$ cat src/rtl/shift_add_mult_pkg.sv
// Shared types and constants for the shift-and-add multiplier.
// The signed variant is selected elsewhere by SHIFT_ADD_MULT_SIGNED_EN.
package shift_add_mult_pkg;

    localparam int         WIDTH     = 16;
    localparam logic [4:0] LAST_ITER = 5'd15;

    typedef enum logic [1:0] {
        IDLE = 2'd0,
        RUN  = 2'd1,
        DONE = 2'd2
    } state_t;

endpackage

$ cat src/rtl/adder.sv
// 16-bit ripple-carry adder; the multiplier uses it once per clock.
module adder
    import shift_add_mult_pkg::*;
(
    input  logic [WIDTH-1:0] in1,
    input  logic [WIDTH-1:0] in2,
    input  logic             cin,
    output logic [WIDTH-1:0] sum,
    output logic             co
);

    logic [WIDTH:0] c;

    assign c[0] = cin;

    for (genvar i = 0; i < WIDTH; i++) begin : g_fa
        assign sum[i]  = in1[i] ^ in2[i] ^ c[i];
        assign c[i+1]  = (in1[i] & in2[i]) | (c[i] & (in1[i] ^ in2[i]));
    end

    assign co = c[WIDTH];

endmodule

$ cat src/rtl/shift_add_mult_ctrl.sv
// Sequencer for the multiplier: IDLE -> RUN (16 iterations) -> DONE.
// Handshake: a transfer happens on a rising edge where valid and ready are both high;
// ready never depends combinationally on valid, and a producer holds data while valid waits.
module mult_ctrl
    import shift_add_mult_pkg::*;
(
    input  logic   clk,
    input  logic   rst_n,
    input  logic   in_valid,
    input  logic   out_ready,
    output logic   in_ready,
    output logic   out_valid,
    output logic   load,
    output logic   step,
    output logic   last,
    output state_t state_dbg
);

    state_t     state;
    logic [4:0] cnt;

    always_ff @(posedge clk or negedge rst_n) begin
        if (!rst_n) begin
            state     <= IDLE;
            cnt       <= 5'd0;
            in_ready  <= 1'b1;
            out_valid <= 1'b0;
        end else begin
            case (state)
                IDLE: begin
                    if (in_valid) begin
                        state    <= RUN;
                        cnt      <= 5'd0;
                        in_ready <= 1'b0;
                    end
                end
                RUN: begin
                    cnt <= cnt + 5'd1;
                    if (cnt == LAST_ITER) begin
                        state     <= DONE;
                        out_valid <= 1'b1;
                    end
                end
                DONE: begin
                    if (out_ready) begin
                        state     <= IDLE;
                        out_valid <= 1'b0;
                        in_ready  <= 1'b1;
                    end
                end
                default: begin
                    state     <= IDLE;
                    cnt       <= 5'd0;
                    in_ready  <= 1'b1;
                    out_valid <= 1'b0;
                end
            endcase
        end
    end

    // in_ready is a registered copy of (state == IDLE), so load needs no state decode.
    assign load      = in_valid & in_ready;
    assign step      = (state == RUN);
    assign last      = step && (cnt == LAST_ITER);
    assign state_dbg = state;

endmodule

$ cat src/rtl/shift_add_mult.sv
// Sequential 16x16->32 shift-and-add multiplier driving one ripple adder per clock.
// Define SHIFT_ADD_MULT_SIGNED_EN for two's-complement operands and product.
module shift_add_mult
    import shift_add_mult_pkg::*;
(
    input  logic                 clk,
    input  logic                 rst_n,
    input  logic                 in_valid,
    output logic                 in_ready,
    input  logic [WIDTH-1:0]     in_a,
    input  logic [WIDTH-1:0]     in_b,
    output logic                 out_valid,
    input  logic                 out_ready,
    output logic [2*WIDTH-1:0]   product
);

    logic [WIDTH-1:0] m, p, q;
    logic [WIDTH-1:0] x, sum;
    logic             cin, co, ext;
    logic             load, step, last;
    state_t           state_dbg;
    logic             ctrl_unused;

    mult_ctrl u_ctrl (
        .clk       (clk),
        .rst_n     (rst_n),
        .in_valid  (in_valid),
        .out_ready (out_ready),
        .in_ready  (in_ready),
        .out_valid (out_valid),
        .load      (load),
        .step      (step),
        .last      (last),
        .state_dbg (state_dbg)
    );

`ifdef SHIFT_ADD_MULT_SIGNED_EN
    // The multiplier's sign bit has weight -2^15, so the final partial product is subtracted.
    assign x   = q[0] ? (last ? ~m : m) : '0;
    assign cin = last & q[0];
    assign ext = p[WIDTH-1] ^ x[WIDTH-1] ^ co;
`else
    assign x   = q[0] ? m : '0;
    assign cin = 1'b0;
    assign ext = co;
`endif

    assign ctrl_unused = ^{last, state_dbg};

    adder u_adder (
        .in1 (p),
        .in2 (x),
        .cin (cin),
        .sum (sum),
        .co  (co)
    );

    always_ff @(posedge clk or negedge rst_n) begin
        if (!rst_n) begin
            m <= '0;
            p <= '0;
            q <= '0;
        end else if (load) begin
            m <= in_a;
            p <= '0;
            q <= in_b;
        end else if (step) begin
            p <= {ext, sum[WIDTH-1:1]};
            q <= {sum[0], q[WIDTH-1:1]};
        end
    end

    assign product = {p, q};

endmodule

$ cat config.mk
export PLATFORM = sky130hd
export DESIGN_NAME = shift_add_mult
export DESIGN_NICKNAME = d
export VERILOG_FILES = /design/src/rtl/shift_add_mult_pkg.sv /design/src/rtl/adder.sv /design/src/rtl/shift_add_mult_ctrl.sv /design/src/rtl/shift_add_mult.sv
export SDC_FILE = /design/constraint.sdc
export NUM_CORES = 1
export LEC_CHECK = 0
export CORE_MARGIN = 2
export CORE_UTILIZATION = 45
export DETAILED_ROUTE_END_ITERATION = 6
export PLACE_DENSITY = 0.74
export REMOVE_ABC_BUFFERS = 1
export SLEW_MARGIN = 20
export SYNTH_ARGS = -nofsm -noshare
export SYNTH_HDL_FRONTEND = slang
export SYNTH_SLANG_ARGS = --single-unit
$ cat constraint.sdc
create_clock -name clk -period 8.7 [get_ports clk]
set_input_delay 1.305 -clock clk [delete_from_list [all_inputs] [get_ports clk]]
set_output_delay 1.305 -clock clk [all_outputs]
set_load 0.005 [all_outputs]
==> flow_summary.yaml <==
finish:
  final_cells: 447
  area_delta_synth_final_pct: 30.4
  nets: 421
  layout-drive-gt1-share_pct: 5.38
  antenna_cells: 0
timing:
  worst_slew_pin_slew_ns: 1.02
  fmax_ghz: 0.139
  layout_setup_ws_ns: 1.52
  relSlewSlack_pct: 32.1
  final_max_slew_viol_count: 0
  totalNegativeSetupSlack_ns: 0
  hold_viol_final: 0
  setup_viol: 0
  finClkSkew_ns: 0.00573
  period_needed_ns: 7.18
  fin_crit_sh_pct: 82.5
  rsz0062_at_grt: "no"
place:
  gp_congestion: 0.775
  dp.final_hpwl_um: 3840
  dp_slack_ns: 1.51
  dp.cells: 431
  port_buffers: 69
grt:
  grt_pass1_wl_um: 10300
  overflow: 0
  grt_max_degree: 58
  use_met1_pct: 24.1
  grt_pass1_vias: 2249
  use_met3_pct: 6.92
  antenna_found_initial: 0
  track_usage_pct: 18.2
  met2_usage_pct: 28.4
  grt-busiest-layer: "met2"
cts:
  cts_hold_buf: 0
  cts_root_buffer: "clkbuf_8"
  htree_levels: 3
  clkLatencyLatePin_ns: 0.33
  cts_buffer_depth: 2
  cts_tree: "built"
  post_cts_buffers: 0
  cts_made_buffers: 9
  cts.sinks: 57
  cts-resized-gates: 0
  clkTransAtPathRegs_ns: 0.07
yosys:
  muxShareOfSynthArea_pct: 0.395
  synthTopCellsByArea: "dfrtp_1, nand2_1, fa_1, nor2_1, a31oi_1"
  synth_cell_type_count: 27
  synth.avg_cell_area_um2: 9.37
  synth_edf_count: 0
  synth-compound-area-share_pct: 9.93
  yosysWarningCount: 0
  synthXorXnorAreaFrac_pct: 0.615
  synth_seq_area_share_pct: 50.1
  synthAdderAreaFrac_pct: 11.9
  synthSimpleGateAreaFrac_pct: 20.3
  yosys.area.top_type: "dfrtp_1"
  yosysTopAreaCellShare_pct: 49.2
  synth_top_family_by_area: "simple AND/OR/NAND/NOR gates"
  ys_async_sr_fraction_pct: 100
  netlist_area_mm2: 0.00285
  synth_ff_type: "dfrtp_1"
  ys_ff_latch: 57
  synthCells: 304
worst_setup_path:
  r2r-start: "q[0]$_DFFE_PN0P_"
  worstReg2RegEnd: "p[14]$_DFFE_PN0P_"
  cp-endpoint: "p[14]$_DFFE_PN0P_"
  critPathLaunchType: "register"
  rrSetupSlack_ns: 1.52
  crit_path_max_fanout: 18
  cp.arrival_ns: 7.43
  cp-end-kind: "register"
  worst-setup-path-type: "register to register"
  cp-startpoint: "q[0]$_DFFE_PN0P_"
  reg2reg_depth: 22
  critPathRequiredTime_ns: 8.95
power:
  vdd_ir_drop_max_mv: 0.233
  power_uw: 1430
  power.leakage_uw: 0.00168
  p_per_area_mw_per_mm2: 385
detailed_routing:
  ant_nets: 0
  wl_per_cell_um: 12.9
  wl_um: 5750
  first_pass_iters: 4
  via_count: 2197
  route.detailed.drc: 0
  via_per_inst: 4.91
  first_iter_violations: 106
die:
  core_mm2: 0.00603
  ios: 70
  initial_core_util_pct: 47.3
  die_w_um: 83.6
  die_area_mm2: 0.00698
  die_h_um: 83.6
  rows: 28
job:
  cap_violations: 0
outcome:
  outcome: "complete, no violations"
hold_path:
  min_path_type: "register to register"
  hold_depth: 2
-- where the power goes --
group,total [uW],leakage (uW),internal [uW],switching [uW]
Sequential,515,0.000686,407,108
Clock,241,0.0000974,139,102
Combinational,673,0.000894,352,321
Total,1430,0.00168,898,531
-- state kept, by name, summed over array words and instances (netlist names) --
register,cells
u_ctrl.cnt,5
u_ctrl.state_dbg,2
u_ctrl.in_ready,1
u_ctrl.out_valid,1
q,16
m,16
p,16
-- routing by layer --
metal  part of all wire (%)  wire length, um  up-vias
met5                      0                0        -
li1                       -                -     1092
met3                    6.4              370        6
met2                     45             2580       58
met4                    1.3               72        0
met1                     47             2730     1041
-- worst min-delay path by stage --
stage	to	start	slack, ns
finish	m[7]$_DFFE_PN0P_	m[7]$_DFFE_PN0P_	0.47
global route	m[14]$_DFFE_PN0P_	m[14]$_DFFE_PN0P_	0.50
CTS	m[7]$_DFFE_PN0P_	m[7]$_DFFE_PN0P_	0.48
detailed placement	m[0]$_DFFE_PN0P_	m[0]$_DFFE_PN0P_	0.46
global placement	m[14]$_DFFE_PN0P_	m[14]$_DFFE_PN0P_	0.45
floorplan	m[0]$_DFFE_PN0P_	m[0]$_DFFE_PN0P_	0.44
-- cells by family after synthesis --
group	after synthesis
fa+ha+maj	18
simple gates	144
compound gates	43
mux	1
xor+xnor	2
flops	57
buf+inv	39
-- synth_stat cells, types with 3 or more instances --
master and count:
nand2_1 103, dfrtp_1 56, nor2_1 29, inv_1 20, a31oi_1 16, fa_1 15, a211oi_1 12, a21oi_1 8
buf_2 7, clkbuf_1 6, nand2b_1 5, buf_6 4, a22o_1 3, and2_1 3, ha_1 3
-- critical path, stage by stage, from the launching register on --
cell	delay (ns)
dfrtp_1	0.68
and2_1	0.21
ha_1	0.13
inv_1	0.04
fa_1	0.37
fa_1	0.39
fa_1	0.39
fa_1	0.40
fa_1	0.40
fa_1	0.39
fa_1	0.39
fa_1	0.40
fa_1	0.40
fa_1	0.39
fa_1	0.39
fa_1	0.39
fa_1	0.37
inv_1	0.07
fa_1	0.15
inv_1	0.04
fa_1	0.41
nand2b_1	0.14
a21oi_1	0.16
-- cells in the final DEF (no fill, tap or decap), types with 2 or more instances in the layout --
cell               n
a211oi_1          12
a21oi_1            8
a22o_1             3
a31oi_1           16
and2_1             2
buf_4              2
clkbuf_1           3
clkbuf_8          10
clkdlybuf4s50_1   68
clkinv_2           2
dfrtp_1           56
fa_1              15
ha_1               3
inv_1             20
nand2_1          103
nand2b_1           5
nor2_1            29
o21ai_0            2
-- stage by stage --
| step | area [um^2] | hold WS [ns] | utilization, % |
|---|---|---|---|
| 2_1_floorplan | 2730 | 0.438 | - |
| 6_report | 3710 | 0.472 | 61.6 |
| 5_1_grt | 3710 | 0.496 | 61.6 |
| 4_1_cts | 3710 | 0.478 | 61.6 |
| 3_5_place_dp | 3520 | 0.456 | 58.5 |
| 3_3_place_gp | 3520 | 0.454 | 58.5 |
-- area by class of cell --
cell class                 instances  area (um^2)
sequential                        57         1430
inverter                          20         75.1
clock inverter                     3         40.0
fill                             510         2310
tap                               75         93.8
timing repair buffer              71          701
clock buffer                      13          149
multi-input combinational        208         1230
No activity file was read; power rests on OpenSTA's default activity.
